<file path="src/rtl/as2650_bus_pkg.sv">
`default_nettype none
// ============================================================================
// Module  : as2650_bus_pkg
// Purpose : Shared types and constants for the AS2650 bus-side bridges.
// Rev     : 1.0  initial release
// ============================================================================
package as2650_bus_pkg;

    typedef enum logic [1:0] {
        ST_IDLE = 2'd0,
        ST_ROM  = 2'd1,
        ST_EXT  = 2'd2,
        ST_ACK  = 2'd3
    } bus_state_e;

    typedef enum logic [1:0] {
        ACC_MEM_RD = 2'd0,
        ACC_MEM_WR = 2'd1,
        ACC_IO_RD  = 2'd2,
        ACC_IO_WR  = 2'd3
    } acc_type_e;

    localparam logic [7:0] c_exit_port_default = 8'hFE;

    function automatic acc_type_e encode_access(input logic mio, input logic wr);
        return mio ? (wr ? ACC_MEM_WR : ACC_MEM_RD) : (wr ? ACC_IO_WR : ACC_IO_RD);
    endfunction

    function automatic logic is_read(input acc_type_e acc);
        return (acc == ACC_MEM_RD) || (acc == ACC_IO_RD);
    endfunction

    function automatic logic is_io(input acc_type_e acc);
        return (acc == ACC_IO_RD) || (acc == ACC_IO_WR);
    endfunction

endpackage
`default_nettype wire

</file>
<file path="src/rtl/bus_wait_timer.sv">
`default_nettype none
// ============================================================================
// Module  : bus_wait_timer
// Purpose : Loadable 4-bit down-counter with a zero flag for bus wait states.
// Rev     : 1.0  initial release
// ============================================================================
module bus_wait_timer (
    input  logic       clk_i,
    input  logic       rst,
    input  logic       load_i,
    input  logic [3:0] load_val_i,
    input  logic       dec_i,
    output logic       done_o
);

    logic [3:0] count_q;

    always_ff @(posedge clk_i or posedge rst) begin
        if (rst) begin
            count_q <= 4'd0;
        end else if (load_i) begin
            count_q <= load_val_i;
        end else if (dec_i && (count_q != 4'd0)) begin
            count_q <= count_q - 4'd1;
        end
    end

    assign done_o = (count_q == 4'd0);

endmodule
`default_nettype wire

</file>
<file path="src/rtl/boot_overlay_ctrl.sv">
`default_nettype none
// ============================================================================
// Module  : boot_overlay_ctrl
// Purpose : Overlays boot ROM onto the low address window during boot and
//           forwards all other CPU accesses to external memory/IO.
// Rev     : 1.0  initial release
// ============================================================================
module boot_overlay_ctrl
    import as2650_bus_pkg::*;
#(
    parameter int         ROM_SIZE    = 256,
    parameter int         WAIT_STATES = 2,
    parameter logic [7:0] EXIT_PORT   = c_exit_port_default
) (
    input  logic        clk_i,
    input  logic        rst,
    input  logic [14:0] cpu_addr_i,
    input  logic        cpu_opreq_i,
    input  logic        cpu_mio_i,
    input  logic        cpu_wr_i,
    input  logic [7:0]  cpu_data_i,
    output logic [7:0]  cpu_data_o,
    output logic        cpu_opack_o,
    output logic [7:0]  last_addr_o,
    input  logic [7:0]  rom_data_i,
    output logic [14:0] mem_addr_o,
    output logic [7:0]  mem_data_o,
    input  logic [7:0]  mem_data_i,
    output logic        mem_re_o,
    output logic        mem_we_o,
    output logic        mem_io_o,
    output logic        boot_active_o
);

    localparam logic [14:0] c_rom_limit = 15'(ROM_SIZE);
    localparam logic [3:0]  c_wait_load = 4'(WAIT_STATES);

    bus_state_e  state_q;
    acc_type_e   acc_q;
    logic        req_lat_q;
    logic [14:0] addr_q;
    logic [7:0]  wdata_q;
    logic [7:0]  rdata_q;
    logic        opack_q;
    logic        re_q;
    logic        we_q;
    logic        io_q;
    logic        boot_q;

    logic w_rom_hit;
    logic w_exit_hit;
    logic w_tmr_load;
    logic w_tmr_dec;
    logic w_tmr_done;

    assign w_rom_hit  = boot_q && (acc_q == ACC_MEM_RD) && (addr_q < c_rom_limit);
    assign w_exit_hit = boot_q && (acc_q == ACC_IO_WR) && (addr_q[7:0] == EXIT_PORT);
    assign w_tmr_load = (state_q == ST_IDLE) && req_lat_q && !w_rom_hit;
    assign w_tmr_dec  = (state_q == ST_EXT) && !w_tmr_done;

    bus_wait_timer u_wait_timer (
        .clk_i      (clk_i),
        .rst        (rst),
        .load_i     (w_tmr_load),
        .load_val_i (c_wait_load),
        .dec_i      (w_tmr_dec),
        .done_o     (w_tmr_done)
    );

    // The request is latched on the sampling edge and classified one cycle
    // later, giving the external bus a full cycle of address setup.
    always_ff @(posedge clk_i or posedge rst) begin
        if (rst) begin
            state_q   <= ST_IDLE;
            acc_q     <= ACC_MEM_RD;
            req_lat_q <= 1'b0;
            addr_q    <= 15'd0;
            wdata_q   <= 8'd0;
            rdata_q   <= 8'd0;
            opack_q   <= 1'b0;
            re_q      <= 1'b0;
            we_q      <= 1'b0;
            io_q      <= 1'b0;
            boot_q    <= 1'b1;
        end else begin
            case (state_q)
                ST_IDLE: begin
                    if (req_lat_q) begin
                        req_lat_q <= 1'b0;
                        if (w_rom_hit) begin
                            state_q <= ST_ROM;
                        end else begin
                            state_q <= ST_EXT;
                            re_q    <= is_read(acc_q);
                            we_q    <= !is_read(acc_q);
                            io_q    <= is_io(acc_q);
                        end
                    end else if (cpu_opreq_i) begin
                        req_lat_q <= 1'b1;
                        addr_q    <= cpu_addr_i;
                        wdata_q   <= cpu_data_i;
                        acc_q     <= encode_access(cpu_mio_i, cpu_wr_i);
                    end
                end
                ST_ROM: begin
                    rdata_q <= rom_data_i;
                    opack_q <= 1'b1;
                    state_q <= ST_ACK;
                end
                ST_EXT: begin
                    if (w_tmr_done) begin
                        re_q    <= 1'b0;
                        we_q    <= 1'b0;
                        io_q    <= 1'b0;
                        opack_q <= 1'b1;
                        state_q <= ST_ACK;
                        if (is_read(acc_q)) begin
                            rdata_q <= mem_data_i;
                        end
                        if (w_exit_hit) begin
                            boot_q <= 1'b0;
                        end
                    end
                end
                ST_ACK: begin
                    // A request already withdrawn here yields a one-cycle pulse.
                    if (!cpu_opreq_i) begin
                        opack_q <= 1'b0;
                        state_q <= ST_IDLE;
                    end
                end
                default: begin
                    state_q <= ST_IDLE;
                end
            endcase
        end
    end

    assign cpu_data_o    = rdata_q;
    assign cpu_opack_o   = opack_q;
    assign last_addr_o   = addr_q[7:0];
    assign mem_addr_o    = addr_q;
    assign mem_data_o    = wdata_q;
    assign mem_re_o      = re_q;
    assign mem_we_o      = we_q;
    assign mem_io_o      = io_q;
    assign boot_active_o = boot_q;

endmodule
`default_nettype wire

</file>
<file path="config.mk">
export PLATFORM = sky130hd
export DESIGN_NAME = boot_overlay_ctrl
export DESIGN_NICKNAME = d
export VERILOG_FILES = /design/src/rtl/as2650_bus_pkg.sv /design/src/rtl/bus_wait_timer.sv /design/src/rtl/boot_overlay_ctrl.sv
export SDC_FILE = /design/constraint.sdc
export NUM_CORES = 1
export LEC_CHECK = 0
export CORE_UTILIZATION = 25
export CTS_CLUSTER_DIAMETER = 200
export DETAILED_ROUTE_END_ITERATION = 12
export PLACE_DENSITY = 0.53
export SLEW_MARGIN = 20
export SYNTH_ARGS = -nofsm -noshare
export SYNTH_HDL_FRONTEND = slang
export SYNTH_SLANG_ARGS = --single-unit
</file>
<file path="constraint.sdc">
create_clock -name clk_i -period 2.56 [get_ports clk_i]
set_input_delay 0.768 -clock clk_i [delete_from_list [all_inputs] [get_ports clk_i]]
set_output_delay 0.768 -clock clk_i [all_outputs]
set_load 0.02 [all_outputs]
</file>
# Word level (Yosys, flattened, before mapping)
# Index checks and enable logic that the tools add are counted.
[op_classes]
add_sub_neg = 1
order_cmp = 1
n_eq_ne = 11
mux = 28
n_bitwise = 1
reduce_logical = 27
[ops]
columns = ["operator", "count"]
rows = [
  ["8-bit two-way mux", 2],
  ["8-bit one-hot mux with 2 select lines", 1],
  ["15-bit by 9-bit < comparator with 1-bit output, second input constant", 1],
  ["3-bit AND reduction", 5],
  ["1-bit two-way mux", 13],
  ["2-bit two-way mux", 5],
  ["2-bit == test, second input constant", 4],
  ["8-bit == test, second input constant", 1],
  ["1-bit logical AND", 8],
  ["4-bit two-way mux", 2],
  ["2-bit != test, second input constant", 4],
  ["2-bit one-hot mux with 4 select lines", 1],
  ["1-bit one-hot mux with 2 select lines", 3],
  ["2-bit nonzero test", 3],
  ["2-bit logical NOT", 2],
  ["4-bit logical NOT", 1],
  ["4-bit AND reduction", 1],
  ["4-bit nonzero test", 1],
  ["4-bit by 1-bit subtractor with 4-bit output, second input constant", 1],
  ["1-bit logical NOT", 3],
  ["1-bit one-hot mux with 3 select lines", 1],
  ["3-bit nonzero test", 1],
  ["2-bit by 1-bit == test with 1-bit output, second input constant", 1],
  ["1-bit logical OR", 2],
  ["2 further kinds", 2],
]
[totals]
regBits = 45
inputBits = 44
out_inout_bits = 44
word_cells = 81

# Logic depth before layout (Yosys ltp)
# Gate-level depths: netlist of the first run.
[logic_depth]
word_depth = 6
mapped_depth = 8
depth_no_buf = 6

# Hierarchy
# From an unflattened synthesis of the first run, not the netlist that was laid out.
[hier_totals]
hier_cells = 179
area_unflattened_um2 = 2157.1
[by_module_without_submodules]
columns = ["mod", "n_inst", "cells_each", "area_each_um2"]
rows = [
  ["boot_overlay_ctrl", 1, 151, 1895.6],
  ["bus_wait_timer", 1, 28, 261.5],
]

# Least setup slack after synthesis of the first run
# OpenSTA, ideal clock, no wires.
[synth_path]
path_kind = "reg-to-reg"
startpoint = "reg u_wait_timer.count_q[0]"
endpoint = "reg re_q, in the netlist mem_re_o"
setup_ns = 0.118
t_arrival_ns = 1.794
t_required_ns = 2.442
setup_slack_ns = 0.648
stages_incl_launch_ff = 9
n_path_buf = 2
period_less_slack_ns = 1.912
path_cell_list = "dfrtp_1 -> inv_1 -> ha_1 -> or3b_1 -> buf_2 -> and2_1 -> clkbuf_2 -> a311o_1 -> a21o_1"
[synth_between]
elab_chain_len = 3
[synth_lines]
columns = ["item", "line_no", "text"]
rows = [
  ["start: declaration", "bus_wait_timer.sv:16", "logic [3:0] count_q;"],
  ["start signal: assignment", "bus_wait_timer.sv:22", "count_q <= load_val_i;"],
  ["start signal: assignment", "bus_wait_timer.sv:24", "count_q <= count_q - 4'd1;"],
  ["4-bit logical NOT", "bus_wait_timer.sv:28", "assign done_o = (count_q == 4'd0);"],
  ["2-bit != test (no line)", "n/a", ""],
  ["4-bit AND reduction (no line)", "n/a", ""],
  ["end signal: assignment", "boot_overlay_ctrl.sv:94", "re_q <= is_read(acc_q);"],
  ["end: declaration", "boot_overlay_ctrl.sv:45", "logic re_q;"],
]
# No other way between the ends.
# A chain may end at the register's enable or synchronous reset.

# Worst setup path in the final report of the first run
[layout_path]
startpoint = "reg boot_q, in the netlist boot_active_o"
endpoint = "out boot_active_o"
[layout_rtl]
columns = ["item", "line_no", "text"]
rows = [
  ["start: declaration", "boot_overlay_ctrl.sv:48", "logic boot_q;"],
  ["start signal: assignment", "boot_overlay_ctrl.sv:84", "boot_q <= 1'b1;"],
  ["start signal: assignment", "boot_overlay_ctrl.sv:121", "boot_q <= 1'b0;"],
  ["end: declaration", "boot_overlay_ctrl.sv:32", "output logic boot_active_o"],
]
# No word-level cell between the ends.

==> results of run 1 <==
Yosys cell counts, drive strengths merged, types with 2 or more instances:
cell / instances
dfrtp: 44
mux2: 24
buf: 13
nor2: 13
a21oi: 10
inv: 9
mux2i: 9
ha: 6
nand2: 4
nor2b: 4
o21ai: 4
a31oi: 3
clkbuf: 3
nand2b: 3
nand3: 3
nand4: 2
nor3b: 2
o2bb2ai: 2
o31ai: 2
kinds of logic (layout without fill, tap and decap cells):
kind of cell,Yosys count,in the layout
adders and majority gates,6,6
muxes,33,33
DFF,45,45
AOI/OAI and AO/OA,28,28
and+or+nand+nor,37,37
xor gates and xnor gates,2,2
buffers and inverters,25,108
final timing paths:
check,startpoint,endpoint,slack [ps],cells past startpoint
max,boot_active_o$_DFFE_PP1P_,boot_active_o,320,1
min,boot_active_o$_DFFE_PP1P_,boot_active_o$_DFFE_PP1P_,480,1
max reg2reg,u_wait_timer.count_q[0]$_DFFE_PP0P_,mem_re_o$_DFFE_PP0P_,540,6
min reg2reg,boot_active_o$_DFFE_PP1P_,boot_active_o$_DFFE_PP1P_,480,1
max in group asynchronous,rst,boot_active_o$_DFFE_PP1P_,1220,3
min in group asynchronous,rst,mem_data_o[1]$_DFFE_PP0P_,780,2
metrics by stage:
stage	instance area (um2)	hold WS, ps	utilization (%)	power (uW)	setup WS, ps
after CTS	3150	483	40.0	4110	304
after floorplan	2090	496	-	2650	648
final	3150	480	40.0	4040	325
after detailed placement	3030	467	38.5	3520	503
after global placement	3030	463	38.5	3490	522
after global routing	3150	507	40.0	4350	282
layer usage:
layer  wire, um  part of all wire (%)  GRT usage [%]
met5          0                     0              0
met4         51                   1.1           3.59
met3        293                   6.3           3.58
met2       2280                    49           18.7
met1       2050                    44           14.2
sequential cells by signal, summed over array words and instances (netlist names), 2 cells and up:
name,count
u_wait_timer.count_q,4
acc_q,2
cpu_data_o,8
mem_data_o,8
mem_addr_o,15
state_q,2
area by class of cell:
cell class                      count  area, um2
Inverter                            9       33.8
Clock inverter                      2       37.5
Clock buffer                        6       82.6
Sequential cell                    45       1130
Tap cell                          102        128
Multi-Input combinational cell    106        831
Timing Repair Buffer               91        913
Fill cell                         757       4730
where the power goes:
part	internal, uW	leakage, uW	switching (uW)
Sequential	1060	0.000531	262
Clock	318	0.0000574	249
Combinational	1100	0.000719	1060
==> results.cfg, run 1 <==
[cts]
clock_path_buffers = 2
cts_buffers = 5
postCtsSetupBuffers = 0
cts_root_buf = clkbuf_8
cts_htree_levels = 2
post_cts_resize_count = 0
tritoncts = done
cts_hold_buf = 0
clk_pin_slew_ps = 90
clock_latency_ps = 300
cts_num_sinks = 45

[logic_synthesis]
synth_fa_ha_area_share_pct = 3.59
synth_xor_area_share_pct = 0.838
synthSimpleGateAreaFrac_pct = 9.16
synth_top_family_by_area = multiplexers
yosysTopAreaCellShare_pct = 52.7
synth_edf_count = 0
synth_top_area_cell = dfrtp_1
syn_nets = 226
synthArstFlopShare_pct = 100
netlist_instances = 176
synth_seq_cells = 45
muxShareOfSynthArea_pct = 17.2
ys_types = 38
postSynthAreaPerCell_um2 = 11.9
synthTopCellsByArea = dfrtp_1 53%, mux2_2 11%, mux2i_1 4.3%, ha_1 3.6%, buf_4 2.9%
synth_top_flop_cell = dfrtp_1
synth.yosys.seq_area_share_pct = 54.0
yosysWarningCount = 0
synth_compound_area_share_pct = 8.92
netlist_area_mm2 = 0.00209

[timing]
final_hold_viol_count = 0
min_period_over_period_pct = 87.3
drv_slew = 0
worst_pin_slew_ps = 618
setup_viol = 0
rsz0062_at_grt = false
post-route-min-period_ps = 2240
fin_skew_ps = 10.7
setup_tns_ps = 0
max_slew_margin_pct = 58.8
timing.fmax_mhz = 447

[critical_path]
cp_max_fo = 3
worstSetupPathType = register to primary output
cp_top_family = buffers and inverters
cp_cell_sequence = clkdlybuf4s50_1
crit_buf_inv = 1
startpoint_type = register
endpoint_kind = primary output
slowest_delay_ps = 620
cp.arrival_ps = 1470
cp_slowest_cell = clkdlybuf4s50_1
crit_required_ps = 1790

[place]
routabilityCongestion = 0.685
dp_hpwl_mm = 3.55
placed_cells = 353
io_buffers = 87

[routing]
drcViolationCount = 0
dr.first_iter.drc_count = 43
num_vias = 1582
routedWlPerCell_um = 12.9
ant_nets = 0
wl_mm = 4.67
vias_per_cell = 4.38
firstDrtPassIters = 4

[global_route]
antenna_found_initial = 0
first_global_vias = 1682
grt_first_pass_wirelength_mm = 7.88
overflow = 0
grtUsageTotal_pct = 11.4
grt_max_degree = 28

[outcome]
status = completed

[floorplanning]
die_w_um = 93.4
core_area_mm2 = 0.00789
start_util_pct = 26.5
placementRows = 32
dieHeight_um = 93.4
die_area_mm2 = 0.00873
io_pins = 88

[layout]
fin_nets = 308
syn2layout_area_growth_pct = 50.9
layoutNonFillerInstCount = 361
layout_commonest_cell = clkdlybuf4s50_1
drive_gt1_share_pct = 13.5
antennaDiodeCount = 0
layout_common_cells = 87 x clkdlybuf4s50_1, 44 x dfrtp_1, 20 x mux2_2

[pwr]
powerDensity_mw_per_mm2 = 1280
vdd_drop_max_mv = 0.596
p_leak_uw = 0.00131

[min_path]
worst_hold_path_type = register to register

[run]
cap_viol_max_count = 0
Note: power is estimated with default switching activity, not from simulation.
==> inputs of run 2 (changes only) <==
--- a/config.mk
+++ b/config.mk
@@ -9,7 +9,6 @@
 export CTS_CLUSTER_DIAMETER = 200
 export DETAILED_ROUTE_END_ITERATION = 12
 export PLACE_DENSITY = 0.53
-export SLEW_MARGIN = 20
 export SYNTH_ARGS = -nofsm -noshare
 export SYNTH_HDL_FRONTEND = slang
 export SYNTH_SLANG_ARGS = --single-unit
==> results of run 2 <==
Final layout, timing and power as in run 1 (identical DEF).
